--- src/rtl/duty_sched_if.sv ---
// Requester handshake, per-requester job fields and the shared PWM status bundle.
// Fields for requester i sit in slice [i*W +: W] of each packed bus.
interface duty_sched_if #(
    parameter int NREQ = 4,
    parameter int CW   = 8,
    parameter int BW   = 8,
    parameter int IDW  = $clog2(NREQ)
);
    logic [NREQ-1:0]    req_valid;
    logic [NREQ-1:0]    req_ready;
    logic [NREQ*CW-1:0] req_period;
    logic [NREQ*CW-1:0] req_high;
    logic [NREQ*BW-1:0] req_bursts;
    logic               pwm_out;
    logic               busy;
    logic [IDW-1:0]     grant_id;
    logic               done_pulse;
    logic [IDW-1:0]     done_id;

    modport slave (
        input  req_valid, req_period, req_high, req_bursts,
        output req_ready, pwm_out, busy, grant_id, done_pulse, done_id
    );

    modport master (
        output req_valid, req_period, req_high, req_bursts,
        input  req_ready, pwm_out, busy, grant_id, done_pulse, done_id
    );
endinterface

--- src/rtl/duty_sched.sv ---
// Round-robin shared PWM scheduler: grant -> (P+1)(B+1) registered PWM cycles -> 1-cycle done strobe.
// Latency: outputs lag the FSM by one register stage; backpressure: req_ready only in IDLE, zero otherwise.
module duty_sched #(
    parameter int NREQ = 4,
    parameter int CW   = 8,
    parameter int BW   = 8,
    parameter int IDW  = $clog2(NREQ)
) (
    input  logic        clk,
    input  logic        reset,
    duty_sched_if.slave bus
);
    typedef enum logic [1:0] {IDLE, RUN, DONE} state_t;

    state_t         state_q, state_d;
    logic [IDW-1:0] ptr_q, ptr_d;
    logic [IDW-1:0] grant_q, grant_d;
    logic [IDW-1:0] done_id_q, done_id_d;
    logic [CW-1:0]  cnt_q, cnt_d, p_q, p_d, h_q, h_d;
    logic [BW-1:0]  bcnt_q, bcnt_d, b_q, b_d;
    logic           pwm_q, pwm_d, busy_q, busy_d, done_q, done_d;

    logic [2*NREQ-1:0] dbl;
    logic [IDW:0]      off, sum;
    logic [IDW-1:0]    win;
    logic              win_vld, hs;
    logic [NREQ-1:0]   ready;
    logic [CW-1:0]     p_sel, h_sel;
    logic [BW-1:0]     b_sel;

    // Rotate valid so the search starts at ptr; lowest set bit is the winner's offset.
    always_comb begin
        dbl     = {bus.req_valid, bus.req_valid} >> ptr_q;
        win_vld = 1'b0;
        off     = '0;
        for (int j = NREQ - 1; j >= 0; j--) begin
            if (dbl[j]) begin
                win_vld = 1'b1;
                off     = (IDW+1)'(j);
            end
        end
        sum = {1'b0, ptr_q} + off;
        if (sum >= (IDW+1)'(NREQ)) begin
            sum = sum - (IDW+1)'(NREQ);
        end
        win = sum[IDW-1:0];
    end

    always_comb begin
        p_sel = '0;
        h_sel = '0;
        b_sel = '0;
        for (int i = 0; i < NREQ; i++) begin
            if (win == IDW'(i)) begin
                p_sel = bus.req_period[i*CW +: CW];
                h_sel = bus.req_high[i*CW +: CW];
                b_sel = bus.req_bursts[i*BW +: BW];
            end
        end
    end

    // Gated by reset so no requester sees a grant while the block is held in reset.
    always_comb begin
        ready = '0;
        hs    = (state_q == IDLE) && reset && win_vld;
        if (hs) begin
            ready[win] = 1'b1;
        end
    end

    always_comb begin
        state_d   = state_q;
        ptr_d     = ptr_q;
        grant_d   = grant_q;
        done_id_d = done_id_q;
        cnt_d     = cnt_q;
        bcnt_d    = bcnt_q;
        p_d       = p_q;
        h_d       = h_q;
        b_d       = b_q;
        pwm_d     = 1'b0;
        busy_d    = (state_q != IDLE);
        done_d    = 1'b0;
        case (state_q)
            IDLE: begin
                if (hs) begin
                    p_d     = p_sel;
                    h_d     = h_sel;
                    b_d     = b_sel;
                    grant_d = win;
                    ptr_d   = (win == IDW'(NREQ - 1)) ? '0 : win + 1'b1;
                    cnt_d   = '0;
                    bcnt_d  = '0;
                    state_d = RUN;
                end
            end
            RUN: begin
                pwm_d = (cnt_q < h_q);
                if (cnt_q == p_q) begin
                    cnt_d  = '0;
                    bcnt_d = bcnt_q + 1'b1;
                    if (bcnt_q == b_q) begin
                        state_d = DONE;
                    end
                end else begin
                    cnt_d = cnt_q + 1'b1;
                end
            end
            DONE: begin
                done_d    = 1'b1;
                done_id_d = grant_q;
                state_d   = IDLE;
            end
            default: state_d = IDLE;
        endcase
    end

    always_ff @(posedge clk or negedge reset) begin
        if (!reset) begin
            state_q   <= IDLE;
            ptr_q     <= '0;
            grant_q   <= '0;
            done_id_q <= '0;
            cnt_q     <= '0;
            bcnt_q    <= '0;
            p_q       <= '0;
            h_q       <= '0;
            b_q       <= '0;
            pwm_q     <= 1'b0;
            busy_q    <= 1'b0;
            done_q    <= 1'b0;
        end else begin
            state_q   <= state_d;
            ptr_q     <= ptr_d;
            grant_q   <= grant_d;
            done_id_q <= done_id_d;
            cnt_q     <= cnt_d;
            bcnt_q    <= bcnt_d;
            p_q       <= p_d;
            h_q       <= h_d;
            b_q       <= b_d;
            pwm_q     <= pwm_d;
            busy_q    <= busy_d;
            done_q    <= done_d;
        end
    end

    assign bus.req_ready  = ready;
    assign bus.pwm_out    = pwm_q;
    assign bus.busy       = busy_q;
    assign bus.grant_id   = grant_q;
    assign bus.done_pulse = done_q;
    assign bus.done_id    = done_id_q;
endmodule

--- src/flat_wrapper.sv ---
// flat-port wrapper written by rule: the top's interface ports become plain ports
module duty_sched_flat 
#(
    parameter int NREQ = 4,
    parameter int CW   = 8,
    parameter int BW   = 8,
    parameter int IDW  = $clog2(NREQ)
)
  (clk, reset, bus_req_valid, bus_req_period, bus_req_high, bus_req_bursts, bus_req_ready, bus_pwm_out, bus_busy, bus_grant_id, bus_done_pulse, bus_done_id);
  duty_sched_if #(.NREQ(NREQ), .CW(CW), .BW(BW), .IDW(IDW)) bus_i ();
  input  logic clk;
  input  logic reset;
  input wire logic [$bits(bus_i.req_valid)-1:0] bus_req_valid;
  input wire logic [$bits(bus_i.req_period)-1:0] bus_req_period;
  input wire logic [$bits(bus_i.req_high)-1:0] bus_req_high;
  input wire logic [$bits(bus_i.req_bursts)-1:0] bus_req_bursts;
  output wire logic [$bits(bus_i.req_ready)-1:0] bus_req_ready;
  output wire logic [$bits(bus_i.pwm_out)-1:0] bus_pwm_out;
  output wire logic [$bits(bus_i.busy)-1:0] bus_busy;
  output wire logic [$bits(bus_i.grant_id)-1:0] bus_grant_id;
  output wire logic [$bits(bus_i.done_pulse)-1:0] bus_done_pulse;
  output wire logic [$bits(bus_i.done_id)-1:0] bus_done_id;
  assign bus_i.req_valid = bus_req_valid;
  assign bus_i.req_period = bus_req_period;
  assign bus_i.req_high = bus_req_high;
  assign bus_i.req_bursts = bus_req_bursts;
  assign bus_req_ready = bus_i.req_ready;
  assign bus_pwm_out = bus_i.pwm_out;
  assign bus_busy = bus_i.busy;
  assign bus_grant_id = bus_i.grant_id;
  assign bus_done_pulse = bus_i.done_pulse;
  assign bus_done_id = bus_i.done_id;
  duty_sched #(.NREQ(NREQ), .CW(CW), .BW(BW), .IDW(IDW)) u_core (.clk(clk), .reset(reset), .bus(bus_i));
endmodule
--- config.mk ---
export PLATFORM = sky130hd
export DESIGN_NAME = duty_sched_flat
export DESIGN_NICKNAME = d
export VERILOG_FILES = /design/src/rtl/duty_sched_if.sv /design/src/rtl/duty_sched.sv /design/src/flat_wrapper.sv
export SDC_FILE = /design/constraint.sdc
export NUM_CORES = 1
export LEC_CHECK = 0
export ABC_AREA = 1
export CORE_AREA = 3 3 104 106
export DETAILED_ROUTE_END_ITERATION = 8
export DIE_AREA = 0 0 107 109
export PLACE_DENSITY_LB_ADDON = 0.2
export SETUP_SLACK_MARGIN = 0.4
export SLEW_MARGIN = 20
export SYNTH_ARGS = -nofsm -noshare
export SYNTH_HDL_FRONTEND = slang
export SYNTH_SLANG_ARGS = --single-unit
--- constraint.sdc ---
create_clock -name clk -period 4 [get_ports clk]
set_input_delay 0.4 -clock clk [delete_from_list [all_inputs] [get_ports clk]]
set_output_delay 0.4 -clock clk [all_outputs]
set_load 0.03 [all_outputs]
==> results.cfg <==
[clock_network]
tritoncts = built
clk_slew_on_worst_s_h_paths_ns = 0.10
root_buffer = clkbuf_8
clock_latency_ns = 0.30
max-clock-path-buffers = 2
clock_buffers_created_by_tritoncts = 5
clock_sink_count = 51
h_tree_depth = 2

[floorplan]
core_rows = 36
io_pins = 113
coreArea_sq_mm = 0.009864
dieArea_sq_mm = 0.01166
die_width_microns = 107
die_h_microns = 109
initial_core_util = 0.3529

[logic_synthesis]
synth_simple_gate_area_frac = 0.2746
post_synth_most_frequent_cells = 161 x nand2_1, 73 x o21ai_0, 51 x dfrtp_1
netlist_top_cells_area = dfrtp_1 37%, nand2_1 17%, o21ai_0 10%
synth_compound_gate_area_share = 0.1905
synth_largest_area_cell = dfrtp_1
post_synth_design_cell_area_sq_mm = 0.003481
yosysWarnings = 0
synth-edff-count = 0
yosysMostFrequentCell = nand2_1
yosys_register_bits = 51
synth_top_area_frac = 0.3666
yosysSeqAreaShare = 0.3666
yosysUniqueCellTypes = 29
synthMuxAreaShare = 0
synth_top_family_by_area = simple AND/OR/NAND/NOR gates
synthArstFlopShare = 1.000
syn-mean-instance-area_sq_um = 6.962
synth-adder-area-share = 0.05032
synthXorXnorAreaFrac = 0.03271
synthCells = 500
ys.flop_type = dfrtp_1
synth_nets = 616

[setup_path]
crit_type = reg -> out
worst_ep_arrival_time_ns = 2.94
worstPathRequired_ns = 3.60
worstPathMaxFanout = 25
crit_path_start = u_core.ptr_q[0]
reg2reg_end = u_core.b_q[1]
setup.worst_path.end_class = output pin
setup.worst_path.end = bus_req_ready[2]
launch_point_of_the_worst_reg_to_reg_path = u_core.ptr_q[0]
r2r_slack_ns = 0.76
cp-start-kind = flip-flop
rr_worst_depth = 19

[routing]
route.final.wire_length_microns = 9522
drt_pre_antenna_iters = 4
routed_via_density = 4.814
total_via_count_in_the_routed_design = 3543
post_drt_wl_per_cell_microns = 12.94
route.detailed.drc = 0
initialDrtViolationCount = 169
route.antenna.remaining_nets = 0

[timing]
report.final.slew_viol_count = 0
rsz_0062_raised_after_global_routing = yes
final.min_clock_period_ns = 3.339
timing_hold_violations_final = 0
final.setup_skew_ns = 0.01032
maxSlewHeadroom = 0.5650
final.period_utilization = 0.8348
timing.fmax_mhz = 299.5
timing.setup.tns_ns = 0
timing.hold.ws_ns = 0.2012
max_slew.worst_pin.slew_ns = 0.6518
setup_viol = 0

[global_routing]
grt_overflow_total = 0
grt_first_pass_wirelength_microns = 15810
grt_start_max_net_pins = 52
antenna_found_initial = 0
grt_usage = 0.1669
number_of_global_route_vias_before_repair = 3416

[finish]
drive_above_1_share = 0.05473
final_core_utilization = 0.4852
fill_cells = 986
finalNetCount = 718
antenna_cells = 0
synth_to_final_area_change_pct = 37.49
final_cells = 736

[hold_path]
holdCritPathClass = in -> async

[power_and_ir_drop]
switching_share = 0.5478
p_int_uw = 1990
power_density_mw_per_mm2 = 919.4
vdd_drop_max_mv = 0.8308
power.switching_uw = 2411
p_seq_frac = 0.198
p_leak_uw = 0.002158
comb_power_share = 0.737
share_clk_of_total_power = 0.065

[run_status]
outcome = complete, no violations

[place]
placedCellCount = 728
gp_routability_congestion = 0.8038
place_hpwl_microns = 7555
io_buffer_count = 112

[job]
timing.max_cap.violations = 0
-- worst min path at each step --
stage               cells past startpoint                   from                    end
detailed placement                      2          u_core.h_q[0]          u_core.h_q[0]
floorplan                               0                  reset          u_core.b_q[0]
global placement                        2  u_core.bus.done_id[0]  u_core.bus.done_id[0]
finish                                  2                  reset        u_core.bus.busy
CTS                                     2                  reset        u_core.bus.busy
global route                            2                  reset        u_core.bus.busy
-- what timing repair did --
item,in CTS,in global routing
setup endpoints to repair,0,21
setup buffers,0,0
hold buffers,0,0
gates resized for setup,0,6
-- worst max-delay path, stage by stage (launching register included) --
cell and delay (ns):
dfrtp_1 0.49, inv_2 0.10, nand2_1 0.08, nand3_1 0.07
nand2_1 0.09, nand3_1 0.06, a21boi_0 0.18, ha_1 0.19
xnor2_1 0.17, xor2_2 0.16, ha_1 0.24, inv_1 0.48
nor2_1 0.11, buf_4 0.20
-- state kept, by name, summed over array words and instances, names as in the netlist, 2 cells and up --
| name | flops |
|---|---|
| u_core.b_q | 8 |
| u_core.bcnt_q | 8 |
| u_core.cnt_q | 8 |
| u_core.h_q | 8 |
| u_core.p_q | 8 |
| u_core.bus.done_id | 2 |
| u_core.bus.grant_id | 2 |
| u_core.ptr_q | 2 |
| u_core.state_q | 2 |
-- power groups by stage --
stage	registers, uW	logic (uW)	clock network (uW)
2_1_floorplan	891	2380	0
3_3_place_gp	873	3180	0
3_5_place_dp	877	3220	0
4_1_cts	868	3240	297
5_1_grt	898	3780	315
6_report	869	3240	287
-- layout make-up --
cell class,count,area [sq um],area share
tap,133,166.4,0.03477
inverter,48,180.2,0.03765
clock inverter,3,15.01,0.003137
multi-input combinational,378,1918,0.4008
timing repair buffer,118,1161,0.2426
sequential,51,1276,0.2667
clock buffer,5,68.82,0.01438
-- per-stage QoR --
step	cell area (sq um)	setup slack, ns	power (uW)
3_5_place_dp	4687	0.3638	4099
3_3_place_gp	4687	0.5033	4055
6_report	4786	0.6608	4400
5_1_grt	4786	0.3230	4991
2_1_floorplan	3481	0.9046	3273
4_1_cts	4771	0.4642	4402
-- per-layer routing --
metal / wire length, microns / up-vias / track usage
li1: - / 1835 / -
met1: 4331 / 1578 / 0.2256
met2: 4353 / 122 / 0.2734
met3: 741 / 8 / 0.03848
met4: 96 / 0 / 0.03836
met5: 0 / - / 0
-- layout by cell type, fill, tap and decap left out, drive strengths merged --
master	netlist	layout
a21boi	2	2
a21oi	30	30
buf	8	9
clkbuf	15	5
clkdlybuf4s50	0	107
clkinv	1	4
dfrtp	51	51
dlymetal6s2s	0	2
ha	14	14
inv	47	47
nand2	167	167
nand3	30	30
nand4	4	4
nor2	20	20
nor3	2	2
nor3b	1	1
o211ai	7	7
o21a	1	1
o21ai	79	79
o22ai	5	5
or2	3	3
xnor2	6	6
xor2	7	7
-- logic make-up after synthesis --
family,after synthesis
and+or+nand+nor,227
AOI/OAI and AO/OA,124
buffers and inverters,71
DFF,51
adders and majority gates,14
xor gates and xnor gates,13
(Power assumes the default switching activity.)
